[src/rtl/pdm_filt_pkg.sv]
// Shared constants for the PDM decimation chain: CIC geometry, FIR taps and PDM coding.
package pdm_filt_pkg;

  localparam int unsigned CIC_R     = 64;
  localparam int unsigned CIC_N     = 4;
  localparam int unsigned CIC_W     = 2 + CIC_N * $clog2(CIC_R);
  localparam int unsigned PCM_W     = 16;

  localparam int unsigned FIR_TAPS  = 7;
  localparam int unsigned FIR_SHIFT = 5;
  // sum of |h| is 80, so 8 guard bits above the sample width cannot overflow
  localparam int unsigned FIR_GUARD = 8;
  localparam logic signed [7:0] FIR_H [FIR_TAPS] = '{
    -8'sd2, 8'sd4, -8'sd10, 8'sd48, -8'sd10, 8'sd4, -8'sd2
  };

  typedef enum logic [1:0] {
    PDM_ZERO = 2'b00,
    PDM_POS  = 2'b01,
    PDM_RSVD = 2'b10,
    PDM_NEG  = 2'b11
  } pdm_code_e;

  function automatic logic signed [1:0] pdm_decode(input logic [1:0] code);
    logic signed [1:0] val;
    case (pdm_code_e'(code))
      PDM_POS: val = 2'sb01;
      PDM_NEG: val = 2'sb11;
      default: val = 2'sb00;
    endcase
    return val;
  endfunction

endpackage

[src/rtl/clk_strobe_div.sv]
// Free-running divider producing a one-clock enable pulse every DIV clocks.
module clk_strobe_div #(
  parameter int unsigned DIV = 50
) (
  input  logic clk_i,
  input  logic rst_i,
  output logic ce_o
);

  localparam int unsigned CNT_W = (DIV > 1) ? $clog2(DIV) : 1;

  logic [CNT_W-1:0] cnt_q;
  logic             ce_q;

  always_ff @(posedge clk_i) begin
    if (rst_i) begin
      cnt_q <= '0;
      ce_q  <= 1'b0;
    end else if (cnt_q == CNT_W'(DIV - 1)) begin
      cnt_q <= '0;
      ce_q  <= 1'b1;
    end else begin
      cnt_q <= cnt_q + CNT_W'(1);
      ce_q  <= 1'b0;
    end
  end

  assign ce_o = ce_q;

endmodule

[src/rtl/pdm_cic_fir_decimator.sv]
// PDM-to-PCM converter: N-stage CIC decimator followed by a 7-tap inverse-sinc FIR.
// Everything runs on clk; the PDM sample rate is an internal clock enable.
module pdm_cic_fir_decimator
  import pdm_filt_pkg::*;
#(
  parameter int unsigned DIV   = 50,
  parameter int unsigned R     = CIC_R,
  parameter int unsigned N_STG = CIC_N,
  parameter int unsigned OUT_W = PCM_W
) (
  input  logic             clk,
  input  logic             reset,
  input  logic             in_valid,
  input  logic [1:0]       pdm_in,
  output logic [OUT_W-1:0] cic_data,
  output logic             cic_valid,
  output logic [OUT_W-1:0] dout,
  output logic             dout_valid
);

  localparam int unsigned CW    = 2 + N_STG * $clog2(R);
  localparam int unsigned DW    = $clog2(R);
  localparam int unsigned ACC_W = OUT_W + FIR_GUARD;

  logic ce;
  logic accept;

  clk_strobe_div #(.DIV(DIV)) u_strobe (
    .clk_i (clk),
    .rst_i (reset),
    .ce_o  (ce)
  );

  assign accept = ce & in_valid;

  logic signed [1:0] pdm_val;
  logic [CW-1:0]     pdm_ext;

  assign pdm_val = pdm_decode(pdm_in);
  assign pdm_ext = {{(CW-2){pdm_val[1]}}, pdm_val};

  // Integrators: full chain settles within one accepted sample; wraps mod 2^CW.
  logic [CW-1:0] integ_q [N_STG];
  logic [CW-1:0] integ_d [N_STG];
  logic [DW-1:0] dec_q;
  logic          dump_q;

  for (genvar s = 0; s < int'(N_STG); s++) begin : g_integ
    if (s == 0) begin : g_first
      assign integ_d[s] = integ_q[s] + pdm_ext;
    end else begin : g_next
      assign integ_d[s] = integ_q[s] + integ_d[s-1];
    end
  end

  always_ff @(posedge clk) begin
    if (reset) begin
      for (int unsigned s = 0; s < N_STG; s++) begin
        integ_q[s] <= '0;
      end
      dec_q  <= '0;
      dump_q <= 1'b0;
    end else begin
      dump_q <= accept && (dec_q == DW'(R - 1));
      if (accept) begin
        for (int unsigned s = 0; s < N_STG; s++) begin
          integ_q[s] <= integ_d[s];
        end
        dec_q <= dec_q + DW'(1);
      end
    end
  end

  // Combs run once per dump on the held integrator output (M = 1).
  logic [CW-1:0]           comb_v     [N_STG+1];
  logic [CW-1:0]           comb_dly_q [N_STG];
  logic signed [OUT_W-1:0] cic_data_q;
  logic                    cic_valid_q;

  assign comb_v[0] = integ_q[N_STG-1];

  for (genvar s = 0; s < int'(N_STG); s++) begin : g_comb
    assign comb_v[s+1] = comb_v[s] - comb_dly_q[s];
  end

  always_ff @(posedge clk) begin
    if (reset) begin
      for (int unsigned s = 0; s < N_STG; s++) begin
        comb_dly_q[s] <= '0;
      end
      cic_data_q  <= '0;
      cic_valid_q <= 1'b0;
    end else begin
      cic_valid_q <= dump_q;
      if (dump_q) begin
        for (int unsigned s = 0; s < N_STG; s++) begin
          comb_dly_q[s] <= comb_v[s];
        end
        cic_data_q <= comb_v[N_STG][CW-1 -: OUT_W];
      end
    end
  end

  // FIR: tap 0 is the fresh CIC sample, the delay line holds the older ones.
  logic signed [OUT_W-1:0] fir_x_q [FIR_TAPS-1];
  logic signed [OUT_W-1:0] tap_x   [FIR_TAPS];
  logic signed [ACC_W-1:0] prod    [FIR_TAPS];
  logic signed [ACC_W-1:0] acc;
  logic signed [ACC_W-1:0] shr;
  logic signed [OUT_W-1:0] sat_v;
  logic signed [OUT_W-1:0] dout_q;
  logic                    dout_valid_q;

  assign tap_x[0] = cic_data_q;

  for (genvar k = 1; k < int'(FIR_TAPS); k++) begin : g_tap
    assign tap_x[k] = fir_x_q[k-1];
  end

  for (genvar k = 0; k < int'(FIR_TAPS); k++) begin : g_prod
    assign prod[k] = ACC_W'(FIR_H[k]) * ACC_W'(tap_x[k]);
  end

  always_comb begin
    acc = '0;
    for (int unsigned k = 0; k < FIR_TAPS; k++) begin
      acc = acc + prod[k];
    end
  end

  assign shr = acc >>> FIR_SHIFT;

  always_comb begin
    sat_v = shr[OUT_W-1:0];
    if (!(shr[ACC_W-1:OUT_W-1] == '0 || shr[ACC_W-1:OUT_W-1] == '1)) begin
      sat_v = shr[ACC_W-1] ? {1'b1, {(OUT_W-1){1'b0}}} : {1'b0, {(OUT_W-1){1'b1}}};
    end
  end

  always_ff @(posedge clk) begin
    if (reset) begin
      for (int unsigned k = 0; k < FIR_TAPS - 1; k++) begin
        fir_x_q[k] <= '0;
      end
      dout_q       <= '0;
      dout_valid_q <= 1'b0;
    end else begin
      dout_valid_q <= cic_valid_q;
      if (cic_valid_q) begin
        for (int unsigned k = 0; k < FIR_TAPS - 1; k++) begin
          fir_x_q[k] <= tap_x[k];
        end
        dout_q <= sat_v;
      end
    end
  end

  assign cic_data   = cic_data_q;
  assign cic_valid  = cic_valid_q;
  assign dout       = dout_q;
  assign dout_valid = dout_valid_q;

endmodule

[config.mk]
export PLATFORM = sky130hd
export DESIGN_NAME = pdm_cic_fir_decimator
export DESIGN_NICKNAME = d
export VERILOG_FILES = /design/src/rtl/pdm_filt_pkg.sv /design/src/rtl/clk_strobe_div.sv /design/src/rtl/pdm_cic_fir_decimator.sv
export SDC_FILE = /design/constraint.sdc
export NUM_CORES = 1
export LEC_CHECK = 0
export ABC_AREA = 1
export CORE_ASPECT_RATIO = 0.9
export CORE_MARGIN = 3
export CORE_UTILIZATION = 28
export CTS_CLUSTER_DIAMETER = 50
export CTS_CLUSTER_SIZE = 16
export DETAILED_ROUTE_END_ITERATION = 7
export SLEW_MARGIN = 20
export SYNTH_ARGS = -nofsm -noshare
export SYNTH_HDL_FRONTEND = slang
export SYNTH_SLANG_ARGS = --single-unit
[constraint.sdc]
create_clock -name clk -period 8.58 [get_ports clk]
set_input_delay 0.858 -clock clk [delete_from_list [all_inputs] [get_ports clk]]
set_output_delay 0.858 -clock clk [all_outputs]
set_load 0.02 [all_outputs]
==> flow_summary.yaml <==
floorplan:
  initial_util_pct: 28.3
  die_x_um: 357
  die-area_um2: 115000
  placementRows: 115
  num_io_pins: 39
  core-area_um2: 110000
  die_h_um: 322
clock_tree:
  cts-htree-levels: 2
  cts.sinks: 352
  root_buffer_master: "sky130_fd_sc_hd__clkbuf_16"
  cts-buffers-inserted: 55
  clock_latency_of_the_later_clocked_register_in_the_worst_skew_pair_ns: 0.65
  tritoncts: "built"
  clk_transition_reported_paths_ns: 0.06
  cts_buffer_depth: 3
finish:
  fillCellCount: 11600
  final_cells: 5383
  area_occupied_by_multi_input_gates_um2: 17800
  footprint_of_the_flip_flops_and_latches_um2: 10100
  drive_above_1_share_pct: 4.49
  area_growth_syn_to_layout_pct: 13.4
  design_area_um2: 35200
  num-nets-final: 4370
  fin_util_pct: 32.1
  antenna-diode-count: 0
timing:
  hold_violations: 0
  tightest_slew_ns: 1.08
  period_share_pct: 93.7
  period_minus_slack_ns: 8.04
  fin_skew_ns: 0.0481
  setup_viol_count_final: 0
  relSlewSlack_pct: 27.9
  slew_violations: 0
  max_clk_rate_ghz: 0.124
  timing.hold.ws_ns: 0.452
critical_path:
  worst_setup_path_end_kind: "flop"
  critical_path.slowest_cell: "sky130_fd_sc_hd__fa_1"
  worstPathMaxFanout: 7
  worst_r2r_startpoint: "fir_x_q[3][6]"
  r2r_setup_slack_ns: 0.54
  regToRegEndpoint: "dout[11]"
  timing.critical_path.mode_cell: "sky130_fd_sc_hd__nand2_1"
  worst_r2r_path_depth: 35
  setup_crit_path_kind: "flop to flop"
  longest_individual_stage_delay_on_the_worst_path_ns: 0.54
  timing.critical_path.arrival_ns: 8.62
  critical_path_required_ns: 9.16
  startpoint_types: "flop"
synth:
  synthesis.nets: 4295
  yosys.area.top_type_share_pct: 29.4
  combinational_family_with_the_most_area_after_synthesis: "adder cells"
  yosysWarnings: 0
  yosys.area_share.xor_xnor_pct: 5.95
  prevailing_post_synth_register_cell: "sky130_fd_sc_hd__edfxtp_1"
  number_of_flops_mapped_to_enable_cells_by_yosys: 304
  synthMuxAreaShare_pct: 0
  synthTopCellsByArea: "sky130_fd_sc_hd__edfxtp_1, sky130_fd_sc_hd__ha_1, sky130_fd_sc_hd__inv_1"
  synthesis.area_um2: 31000
  synthAdderAreaFrac_pct: 23.2
  ys_seq_elements: 352
  synth_compound_area_share_pct: 10.7
  syn_avg_cell_area_um2: 8.17
  asyncSetResetFlopFracSynth_pct: 0
  synth_cell_types: 53
  synth_sequential_area_ratio_pct: 32.5
  synthesis.instances: 3799
  synthTopCellsByCount: "sky130_fd_sc_hd__inv_1, sky130_fd_sc_hd__nand2_1, sky130_fd_sc_hd__nor2_1"
  post-synth-top-count-cell: "sky130_fd_sc_hd__inv_1"
  synthSimpleGateAreaFrac_pct: 17.3
  yosysTopAreaCell: "sky130_fd_sc_hd__edfxtp_1"
placement:
  placement.io_buffers: 38
  dp.cells: 5273
  place_congestion: 0.860
  dp_hpwl_um: 58000
  dpl-instance-area_um2: 33200
detailed_routing:
  ant_nets: 0
  vias: 24300
  wirelength_um: 73600
  detail_route.iter0.violations: 1244
  vias_per_cell: 4.51
  drc_errors: 0
  post_drt_wl_per_cell_um: 13.7
  dr_pass1_iterations: 7
global_routing:
  grtUsageMet3_pct: 1.65
  grtUsageTotal_pct: 13.0
  grt.busiest_layer: "met2"
  grt_overflow: 0
  first_global_vias: 24000
  met2_usage_pct: 21.8
  pin_count_of_the_biggest_net_entering_global_routing: 87
  grt_use_met1_pct: 17.7
  grt_first_pass_wirelength_um: 123000
  antenna_found_initial: 0
hold_path:
  holdCritPathClass: "flop to flop"
  hold_path.startpoint: "dout[13]"
  min_delay_worst_endpoint: "dout[13]"
  min_delay_path_depth: 2
run_status:
  run_status: "finished clean"
job:
  cap_violations: 0
## critical path, delay by kind of cell, from the launching register on
kind,cells,cell delay (ns)
simple gates,14,1.95
fa+ha+maj,9,3.86
buf+inv,4,0.35
flops,1,0.42
xor+xnor,2,0.50
compound gates,6,0.93
## timing repair
action                     4_1_cts  5_1_grt
setup buffers                    0        4
resized for setup                0       11
hold buffers                     0        0
setup endpoints to repair        0       16
## layout by cell type, fill, tap and decap left out, types with 14 or more instances in the layout
cell type                           n
sky130_fd_sc_hd__nand2_2           19
sky130_fd_sc_hd__clkbuf_16         56
sky130_fd_sc_hd__buf_4             16
sky130_fd_sc_hd__dfxtp_1           48
sky130_fd_sc_hd__o21ai_0          146
sky130_fd_sc_hd__inv_1            804
sky130_fd_sc_hd__edfxtp_1         304
sky130_fd_sc_hd__o21ai_1           15
sky130_fd_sc_hd__nand2_1          569
sky130_fd_sc_hd__o21bai_1          24
sky130_fd_sc_hd__nand3_1          120
sky130_fd_sc_hd__a21oi_1          301
sky130_fd_sc_hd__xor2_1           150
sky130_fd_sc_hd__a31oi_1           17
sky130_fd_sc_hd__fa_1             140
sky130_fd_sc_hd__nor3_1            59
sky130_fd_sc_hd__a21o_1            27
sky130_fd_sc_hd__ha_1             351
sky130_fd_sc_hd__clkdlybuf4s50_1   38
sky130_fd_sc_hd__o21a_1            14
sky130_fd_sc_hd__nand4_1           23
sky130_fd_sc_hd__xnor2_1           61
sky130_fd_sc_hd__nor2_1           449
## sequential cells by signal (all words and copies together), names as in the netlist
name,count
cic_valid,1
fir_x_q,96
integ_q,104
dump_q,1
u_strobe.ce_o,1
dout_valid,1
dec_q,6
dout,16
comb_dly_q,104
cic_data,16
u_strobe.cnt_q,6
## logic make-up (layout without fill, tap and decap cells)
logic type | after synthesis | in the layout
xor gates and xnor gates | 211 | 211
buffers and inverters | 855 | 975
DFF | 352 | 352
AOI/OAI and AO/OA | 596 | 596
adders and majority gates | 491 | 491
and+or+nand+nor | 1294 | 1296
## through the flow
step	setup TNS, ns	setup slack, ns
floorplan	0	1.30
detailed placement	0	0.197
global placement	0	0.285
finish	0	0.538
global route	-0.0000817	-0.0000817
CTS	0	0.168
## worst max-delay path by stage
| stage | from | endpoint | cells after the start |
|---|---|---|---|
| after floorplan | fir_x_q[1][3] | dout[9] | 39 |
| after global placement | fir_x_q[3][5] | dout[8] | 35 |
| after detailed placement | pdm_in[0] | integ_q[3][25] | 46 |
| after CTS | fir_x_q[1][4] | dout[8] | 36 |
| after global routing | fir_x_q[3][6] | dout[14] | 35 |
| final | fir_x_q[3][6] | dout[11] | 35 |
## routing by layer
layer  wire length [µm]  part of all wire [%]
met3               2440                   3.3
met4               1370                   1.9
met2              34000                    46
met1              35800                    49
met5                  0                     0
## layout make-up
class	count	area share (%)
multi-input combinational	2594	50.6
sequential	352	28.7
inverter	817	8.72
tap	1462	5.19
clock buffer	60	4.02
clock inverter	44	1.42
timing repair buffer	54	1.42
Power is not shown: default switching activity piles up to over one toggle a cycle in this logic, so the estimate is an artifact.
